### config.mk
export PLATFORM = sky130hd
export DESIGN_NAME = control_pipe
export DESIGN_NICKNAME = d
export VERILOG_FILES = /design/src/rtl/control_pipe_pkg.sv /design/src/rtl/control_pipe_ctrl_stage_reg.sv /design/src/rtl/control_pipe.sv
export SDC_FILE = /design/constraint.sdc
export NUM_CORES = 1
export LEC_CHECK = 0
export CORE_UTILIZATION = 45
export CTS_CLUSTER_SIZE = 10
export DETAILED_ROUTE_END_ITERATION = 12
export DONT_BUFFER_PORTS = 1
export PLACE_DENSITY = 0.6
export SLEW_MARGIN = 5
export SYNTH_ARGS = -nofsm -noshare
export SYNTH_HDL_FRONTEND = slang
export SYNTH_SLANG_ARGS = --single-unit
export TNS_END_PERCENT = 10
### constraint.sdc
create_clock -name clk -period 1.4 [get_ports clk]
set_input_delay 0.21 -clock clk [delete_from_list [all_inputs] [get_ports clk]]
set_output_delay 0.21 -clock clk [all_outputs]
set_load 0.03 [all_outputs]
### src/rtl/control_pipe_pkg.sv
// Shared processor package: control word layout, branch types
// and the helpers used to build pipeline bubbles.
package control_pipe_pkg;

    typedef struct packed {
        logic RegW;
        logic RegWV;
        logic MemtoReg;
        logic MemW;
        logic MemSrc;
        logic MemData;
        logic MemDataV;
        logic VecData;
        logic Branch;
        logic ALUOp;
        logic ALUSrc;
    } ctrl_t;

    typedef enum logic [1:0] {
        BR_EQ  = 2'b00,
        BR_GT  = 2'b01,
        BR_AL  = 2'b10,
        BR_RSV = 2'b11
    } branch_type_t;

    localparam ctrl_t CTRL_BUBBLE = '0;

    // Side-effect bits only count when they are a definite 1;
    // decoder don't-cares on them must never cause a write or branch.
    function automatic ctrl_t ctrl_sanitize(input ctrl_t c);
        ctrl_t r;
        r        = c;
        r.RegW   = (c.RegW === 1'b1);
        r.RegWV  = (c.RegWV === 1'b1);
        r.MemW   = (c.MemW === 1'b1);
        r.Branch = (c.Branch === 1'b1);
        return r;
    endfunction

    // Bubble derived from a live word: either all-zero, or the
    // same word with every side-effect bit killed.
    function automatic ctrl_t ctrl_bubble(input ctrl_t c,
                                          input logic clear_all);
        ctrl_t r;
        if (clear_all) begin
            r = CTRL_BUBBLE;
        end else begin
            r        = c;
            r.RegW   = 1'b0;
            r.RegWV  = 1'b0;
            r.MemW   = 1'b0;
            r.Branch = 1'b0;
        end
        return r;
    endfunction

endpackage

### src/rtl/control_pipe_ctrl_stage_reg.sv
// One pipeline control-word register with enable and clear.
// Clear and reset load the all-zero bubble.
module ctrl_stage_reg
    import control_pipe_pkg::*;
(
    input  logic  clk,
    input  logic  rst,
    input  logic  i_en,
    input  logic  i_clr,
    input  ctrl_t i_d,
    output ctrl_t o_q
);

    ctrl_t r_q;

    // Register the control word; clear beats enable
    always_ff @(posedge clk) begin
        if (rst || i_clr) begin
            r_q <= CTRL_BUBBLE;
        end else if (i_en) begin
            r_q <= i_d;
        end
    end

    assign o_q = r_q;

endmodule

### src/rtl/control_pipe.sv
// Control pipeline D->E->M->W with stall/flush on E and
// branch resolution for the instruction in Execute.
module control_pipe
    import control_pipe_pkg::*;
#(
    parameter bit CLEAR_ON_FLUSH = 1'b1
) (
    input  logic       clk,
    input  logic       rst,
    input  ctrl_t      CtrlD,
    input  logic [1:0] BranchTypeD,
    input  logic       StallE,
    input  logic       FlushE,
    input  logic       ZeroE,
    input  logic       GreaterE,
    output ctrl_t      CtrlE,
    output ctrl_t      CtrlM,
    output ctrl_t      CtrlW,
    output logic       BranchTakenE
);

    ctrl_t        w_ctrl_d;
    ctrl_t        w_e_d;
    ctrl_t        w_m_d;
    logic         w_e_en;
    logic         w_e_clr;
    logic         w_m_clr;
    logic         w_stall_only;
    logic         w_cond;
    branch_type_t r_br_type;

    assign w_ctrl_d     = ctrl_sanitize(CtrlD);
    assign w_stall_only = StallE && !FlushE;

    // Flush wins over stall: E always loads when flushing
    assign w_e_en  = !StallE || FlushE;
    assign w_e_clr = FlushE && CLEAR_ON_FLUSH;
    assign w_e_d   = FlushE ? ctrl_bubble(w_ctrl_d, 1'b0)
                            : w_ctrl_d;

    // A held E must not issue twice, so M takes a bubble
    assign w_m_clr = w_stall_only && CLEAR_ON_FLUSH;
    assign w_m_d   = w_stall_only ? ctrl_bubble(CtrlE, 1'b0)
                                  : CtrlE;

    ctrl_stage_reg u_reg_e (
        .clk   (clk),
        .rst   (rst),
        .i_en  (w_e_en),
        .i_clr (w_e_clr),
        .i_d   (w_e_d),
        .o_q   (CtrlE)
    );

    ctrl_stage_reg u_reg_m (
        .clk   (clk),
        .rst   (rst),
        .i_en  (1'b1),
        .i_clr (w_m_clr),
        .i_d   (w_m_d),
        .o_q   (CtrlM)
    );

    ctrl_stage_reg u_reg_w (
        .clk   (clk),
        .rst   (rst),
        .i_en  (1'b1),
        .i_clr (1'b0),
        .i_d   (CtrlM),
        .o_q   (CtrlW)
    );

    // Branch type travels with the E control word
    always_ff @(posedge clk) begin
        if (rst || FlushE) begin
            r_br_type <= BR_EQ;
        end else if (!StallE) begin
            r_br_type <= branch_type_t'(BranchTypeD);
        end
    end

    // Resolve the branch condition from the ALU flags
    always_comb begin
        w_cond = 1'b0;
        unique case (r_br_type)
            BR_EQ:  w_cond = ZeroE;
            BR_GT:  w_cond = GreaterE;
            BR_AL:  w_cond = 1'b1;
            BR_RSV: w_cond = 1'b0;
        endcase
    end

    assign BranchTakenE = CtrlE.Branch & w_cond;

endmodule

After elaboration in Yosys (flattened, before gate mapping)
Cells that the tools add are included.
{"block": "totals", "regBits": 35, "in_bits": 19, "out_inout_bits": 34}
{"block": "classes", "n_eq_ne": 7, "mux": 2, "bitwise_logic": 1, "reduce_logical": 8}
{"cell": "$mux 11", "count": 1}
{"cell": "$eq 2x2->1 const B", "count": 2}
{"cell": "$eqx 1x1->1 const B", "count": 4}
{"cell": "$pmux 1 s4", "count": 1}
{"cell": "$logic_or 1x1->1", "count": 3}
{"cell": "$eq 2x1->1 const B", "count": 1}
{"cell": "$logic_not 1->1", "count": 2}
{"cell": "$logic_not 2->1", "count": 1}
{"cell": "$reduce_or 2->1", "count": 1}
{"cell": "$and 1x1->1", "count": 1}
{"cell": "$logic_and 1x1->1", "count": 1}

Logic depth before layout (Yosys ltp)
Gate-level depths: netlist (run 1).
{"block": "depth", "depth_word": 4, "mapped_depth": 4, "mapped_depth_nobuf": 2}

By module
Synthesis (run 1) repeated with hierarchy kept, for this count alone.
{"block": "hier_totals", "cells_unflattened": 129, "hier_area_um2": 1376.3}
{"mod": "ctrl_stage_reg", "n_inst": 3, "cells_each": 36, "area_each_um2": 400.4, "seq_area_each_um2": 220.2}
{"mod": "control_pipe", "n_inst": 1, "cells_each": 21, "area_each_um2": 175.2, "seq_area_each_um2": 40.0}

Worst setup path before layout (run 1)
No wires, ideal clock.
{"block": "synth_timing", "kind": "register to output", "from": "reg u_reg_e.r_q, in the netlist u_reg_e.o_q[2]", "to": "out BranchTakenE", "t_arrival_ns": 1.282, "setup_slack_ns": -0.092, "path_stages_with_launch": 2, "path_cell_list": "dfxtp_1 a21boi_0"}
{"block": "synth_between", "elab_chain_cells": 1}
{"item": "from (decl)", "line": "control_pipe_ctrl_stage_reg.sv:14", "text": "ctrl_t r_q;"}
{"item": "from (signal assigned)", "line": "control_pipe_ctrl_stage_reg.sv:21", "text": "r_q <= i_d;"}
{"item": "$and 1x1->1", "line": "control_pipe.sv:93", "text": "assign BranchTakenE = CtrlE.Branch & w_cond;"}
{"item": "to (decl)", "line": "control_pipe.sv:19", "text": "output logic BranchTakenE"}
Every way passes these cells.

Worst setup path after layout (run 1)
{"block": "layout_timing", "from": "reg r_br_type[1]", "to": "out BranchTakenE"}
{"block": "layout_between", "elab_chain_cells": 3, "word_cells_on_any_way": 6, "classes_between": "eq/ne (3); mux (1); bitwise (1); reduce/logical (1)"}
{"item": "from (decl)", "line": "control_pipe.sv:30", "text": "branch_type_t r_br_type;"}
{"item": "from (signal assigned)", "line": "control_pipe.sv:78", "text": "r_br_type <= branch_type_t'(BranchTypeD);"}
{"item": "$eq 2x2->1, or another cell as far along", "line": "control_pipe.sv:85", "text": "unique case (r_br_type)"}
{"item": "$pmux 1 s4 (*)", "line": "control_pipe.sv:85"}
{"item": "$and 1x1->1 (*)", "line": "control_pipe.sv:93"}
Every way passes the cells marked *; elsewhere a longest branch is shown, timed or not.

==> results_dict.tcl, run 1 <==
set metrics [dict create \
    synthesis.nets 113 \
    drv_slew 0 \
    fp.dieH_um 53.2 \
    rsz0062_at_grt "no" \
    rows 18 \
    clockBufferDepth 2 \
    cts_num_sinks 35 \
    start_kind "register" \
    max_freq_mhz 755 \
    post-route-cell-area_um2 1240 \
    antenna_found_initial 0 \
    post_drt_wl_per_cell_um 15.2 \
    dpl.hpwl_um 1240 \
    critPathKind "reg2out" \
    cts_buffers 5 \
    drive_gt1_share_pct 20.4 \
    post_synth_main_area_contributors "dfxtp_1 (59%), mux2i_1 (11%), nor3b_2 (11%)" \
    grt_pass1_vias 597 \
    powerDensity_nw_per_um2 1290 \
    run_status "finished, final reports clean" \
    ys_ff_latch 35 \
    syn_area_um2 1180 \
    placed_cell_area_um2 1180 \
    ant_nets 0 \
    htreeDepth 2 \
    p_leak_uw 0.000503 \
    final_nets 118 \
    final_cell_mix "dfxtp_1 (34), mux2i_1 (13), nor2_1 (13)" \
    dr_wl_met2_um 933 \
    synth.avg_cell_area_um2 12.6 \
    grt_use_total_pct 14.9 \
    initial_core_util_pct 47.7 \
    register_area_um2 702 \
    ys_types 13 \
    drt_pass1_iterations 1 \
    period_share_pct 94.7 \
    setup_viol 0 \
    worstHoldPathType "in2reg" \
    num_vias 650 \
    drt_drc_violations_left 0 \
    die_area_um2 2830 \
    critPathArrivalTime_ns 1.12 \
    totalWireLength_um 1940 \
    final_common_cell "dfxtp_1" \
    netlist.area_leader.share_pct 59.3 \
    antenna_cells 0 \
    area_delta_synth_final_pct 5.30 \
    syn_inst 94 \
    maxSlewHeadroom_pct 33.7 \
    fin_setup_tns_ns 0 \
    clock_latency_ns 0.32 \
    maxCapViolations 0 \
    fin_crit_ns 1.33 \
    routed-wl-met3_um 166 \
    coreArea_um2 2480 \
    grt_pass1_wl_um 2680 \
    grt_max_degree 23 \
    root_buffer "clkbuf_4" \
    yosysTopAreaCell "dfxtp_1" \
    clk_pin_slew_worst_paths_ns 0.09 \
    initialDrtViolationCount 0 \
    overflow 0 \
    cts_setup_buffers 0 \
    place_congestion 0.599 \
    port-buffer-count 0 \
    m1WireLength_um 831 \
    cts_tree "done" \
    finalHoldViolCount 0 \
    yosysWarnings 0 \
    fin_worst_skew_ns 0.00304 \
    worst_pin_slew_ns 0.994 \
    path_max_fanout 3 \
    multi_input_area_um2 425 \
    yosysSeqAreaShare_pct 59.3 \
    die_w_um 53.2 \
    max-vdd-ir-drop_mv 0.812 \
    highest_layer "met4" \
    top_level_ports 53 \
    cp-end-kind "output pin" \
    critPathRequiredTime_ns 1.19 \
    final.fill_count 245 \
    vias_per_cell 5.08 \
]
## cell families after synthesis
logic type	after synthesis	synth area share (%)
AND/OR/NAND/NOR	38	23.7
AO/OA/AOI/OAI	2	1.27
flip-flops	35	59.3
buffers and inverters	6	4.66
multiplexers	13	11.0
## worst max-delay path, cell delays in order, from the launching register on
cell and delay, ns:
dfxtp_2 0.33, nand3b_1 0.15, a21boi_1 0.15, buf_4 0.17
## sequential cells by signal, summed over array words and instances (netlist names)
name / flops
u_reg_e.o_q: 11
u_reg_m.o_q: 11
u_reg_w.o_q: 11
r_br_type: 2
## per-layer routing
layer  GRT usage (%)  vias up
met5               0        -
met4            8.33        0
met3            10.6        2
met2            22.1       31
met1            15.3      302
li1                -      315
## through the flow
| stage | std cells | util (%) | hold slack (ns) | setup slack, ns | power, uW |
|---|---|---|---|---|---|
| after floorplan | 94 | - | 0.282 | 0.119 | 1170 |
| after global placement | 120 | 47.6 | 0.283 | 0.449 | 1150 |
| after detailed placement | 120 | 47.6 | 0.283 | 0.419 | 1150 |
| after CTS | 127 | 49.6 | 0.0122 | 0.0478 | 1630 |
| after global routing | 128 | 50.2 | 0.00663 | 0.000552 | 1690 |
| final | 128 | 50.2 | 0.0328 | 0.0748 | 1610 |
## area by class of cell
class	count	area share, %
timing repair buffer	4	3.02
tap	30	3.02
multi-input combinational	53	34.2
sequential	35	56.4
clock buffer	6	3.32
## where the power goes
part / leakage (uW) / switching, uW / internal, uW
combinational: 0.000194 / 42.0 / 39.5
sequential: 0.000284 / 48.4 / 1020
clock: 0.0000242 / 284 / 178
## final timing paths
kind	from	end	depth (start not counted)	slack [ns]
worst max-delay path	r_br_type[1]	BranchTakenE	3	0.07
worst max register to register	u_reg_e.o_q[4]	u_reg_m.o_q[4]	1	0.56
worst min-delay path	CtrlD[8]	u_reg_e.o_q[8]	2	0.03
worst min register to register	r_br_type[1]	r_br_type[1]	2	0.53
## synthesized netlist by cell type
library cell / count
a21boi_0: 1
nand3b_1: 1
nor2b_4: 1
nor3b_2: 10
buf_2: 2
nor2b_1: 11
or2_4: 1
buf_6: 4
nor3b_1: 1
dfxtp_1: 35
nor2_1: 13
o21bai_1: 1
mux2i_1: 13
## what timing repair did
action,CTS,global route
endpoints found under the setup margin,0,2
hold endpoints to repair,22,1
resized for setup,0,2
hold buffers,1,1
No activity file was read; power rests on OpenSTA's default activity.
==> run 2: changes to the inputs <==
--- a/config.mk
+++ b/config.mk
@@ -9,6 +9,7 @@
 export CTS_CLUSTER_SIZE = 10
 export DETAILED_ROUTE_END_ITERATION = 12
 export DONT_BUFFER_PORTS = 1
+export HOLD_SLACK_MARGIN = 0.12
 export PLACE_DENSITY = 0.6
 export SLEW_MARGIN = 5
 export SYNTH_ARGS = -nofsm -noshare
==> run 2 against run 1 <==
Against the previous run: clock power is 1% higher; sequential power is essentially flat; global-route usage rose by 3.0 points; largest cell class unchanged; clock-buffer cell count unchanged; combinational power grew 81%; critical path depth unchanged; setup slack lost 0.042 ns; worst hold slack improved by 0.11 ns; via count rose by 16%; flip-flop and latch count stayed put; critical endpoint unchanged.
==> results_dict.tcl, run 2 (synthesis gave the netlist of run 1 again) <==
set metrics [dict create \
    run_status "finished, final reports clean" \
    htreeDepth 2 \
    p_switching_uw 392 \
    setup_viol 0 \
    drive_gt1_share_pct 24.4 \
    holdWs_ns 0.145 \
    worstHoldPathType "in2reg" \
    place_congestion 0.599 \
    final_common_cell "dlygate4sd3_1" \
    post-route-cell-area_um2 1510 \
    fp.dieH_um 53.2 \
    num_vias 752 \
    period_share_pct 97.6 \
    setup_ws_ns 0.0332 \
    placed_cell_area_um2 1180 \
    port-buffer-count 0 \
    area_delta_synth_final_pct 28.1 \
    totalWireLength_um 2270 \
    grt_pass1_wl_um 3260 \
    drt_pass1_iterations 3 \
    p_comb_share_pct 8.7 \
    p_leak_uw 0.000596 \
    seqPwrFrac_pct 63.4 \
    vias_per_cell 4.92 \
    cts_buffers 5 \
    antenna_found_initial 0 \
    post_drt_wl_per_cell_um 14.8 \
    clk_pin_slew_worst_paths_ns 0.10 \
    cts_num_sinks 35 \
    powerDensity_nw_per_um2 1110 \
    power_frac_clock_pct 27.8 \
    root_buffer "clkbuf_4" \
    drt_drc_violations_left 0 \
    critPathKind "reg2out" \
    antenna_cells 0 \
    final_cell_mix "dlygate4sd3_1 (26), dfxtp_1 (25), mux2i_1 (13), nor2_1 (13), nor2b_1 (11)" \
    p_int_uw 1290 \
    grt_max_degree 23 \
    path_max_fanout 3 \
    maxSlewHeadroom_pct 34.8 \
    initialDrtViolationCount 5 \
    drv_slew 0 \
    coreArea_um2 2480 \
    die_area_um2 2830 \
    fin_crit_ns 1.37 \
    pre_cts_ws_ns 0.419 \
    grt_pass1_vias 743 \
    critPathRequiredTime_ns 1.19 \
    top_level_ports 53 \
    start_kind "register" \
    finalHoldViolCount 0 \
    overflow 0 \
    sw_frac_of_total_pct 23.3 \
    rows 18 \
    rsz0062_at_grt "yes" \
    clock_latency_ns 0.33 \
    worst_pin_slew_ns 0.978 \
    critPathArrivalTime_ns 1.16 \
    maxCapViolations 0 \
    fin_worst_skew_ns 0.00382 \
    final_nets 143 \
    cp-end-kind "output pin" \
    grt_use_total_pct 17.9 \
    max_freq_mhz 732 \
    dpl.hpwl_um 1240 \
    die_w_um 53.2 \
    clockBufferDepth 2 \
    cts_tree "done" \
    ant_nets 0 \
    initial_core_util_pct 47.7 \
    max-vdd-ir-drop_mv 0.831 \
]
## run 2: cell count changes in the layout (fill, tap and decap cells not counted)
cell	delta
a21boi_1	-1
a21boi_2	+1
buf_4	-1
buf_6	+1
dfxtp_1	-9
dfxtp_2	+9
dlygate4sd3_1	+25
## run 2: routing by layer
layer,global-route usage [%],up-vias,share of wire [%]
li1,-,366,-
met1,17.5,345,38
met2,29.0,35,52
met3,10.3,6,7.3
met4,10.5,0,2.3
met5,0,-,0
## run 2: critical path: stages, from the launching register on
cell	delay (ns)
dfxtp_2	0.34
o21bai_1	0.16
a21boi_2	0.18
buf_6	0.15
## run 2: what timing repair did
action,4_1_cts,5_1_grt
hold buffers,27,0
endpoints found under the setup margin,0,11
buffers inserted,0,0
gates resized for setup,0,13
hold endpoints to repair,35,0
## run 2: layout make-up
cell class / instances / area (um2)
fillers: 218 / 965
flip-flops and latches: 35 / 713
multi-input cells: 53 / 429
repair buffers: 29 / 292
clock buffers: 6 / 41.3
well taps: 30 / 37.5
## run 2: path summary, 6_finish.rpt
kind | slack [ns] | endpoint | cells past startpoint | startpoint
max reg2reg | 0.05 | u_reg_e.o_q[3] | 3 | u_reg_e.o_q[3]
min | 0.15 | u_reg_m.o_q[0] | 2 | FlushE
min reg2reg | 0.57 | u_reg_m.o_q[10] | 1 | u_reg_e.o_q[10]
max | 0.03 | BranchTakenE | 3 | r_br_type[0]
## run 2: per-stage QoR
| step | TNS, ns | util (%) | power [uW] | std cells |
|---|---|---|---|---|
| finish | 0 | 61.1 | 1680 | 153 |
| global route | -0.0388 | 61.1 | 1760 | 153 |
| CTS | 0 | 60.2 | 1690 | 153 |
| detailed placement | 0 | 47.6 | 1150 | 120 |
| global placement | 0 | 47.6 | 1150 | 120 |
| floorplan | 0 | - | 1170 | 94 |
## run 2: power by group through the flow
stage          clock (uW)  sequential (uW)  combinational [uW]
2_1_floorplan           0             1090                82.3
6_report              468             1070                 147
4_1_cts               486             1060                 145
5_1_grt               531             1070                 159
3_5_place_dp            0             1090                66.7
3_3_place_gp            0             1090                64.2
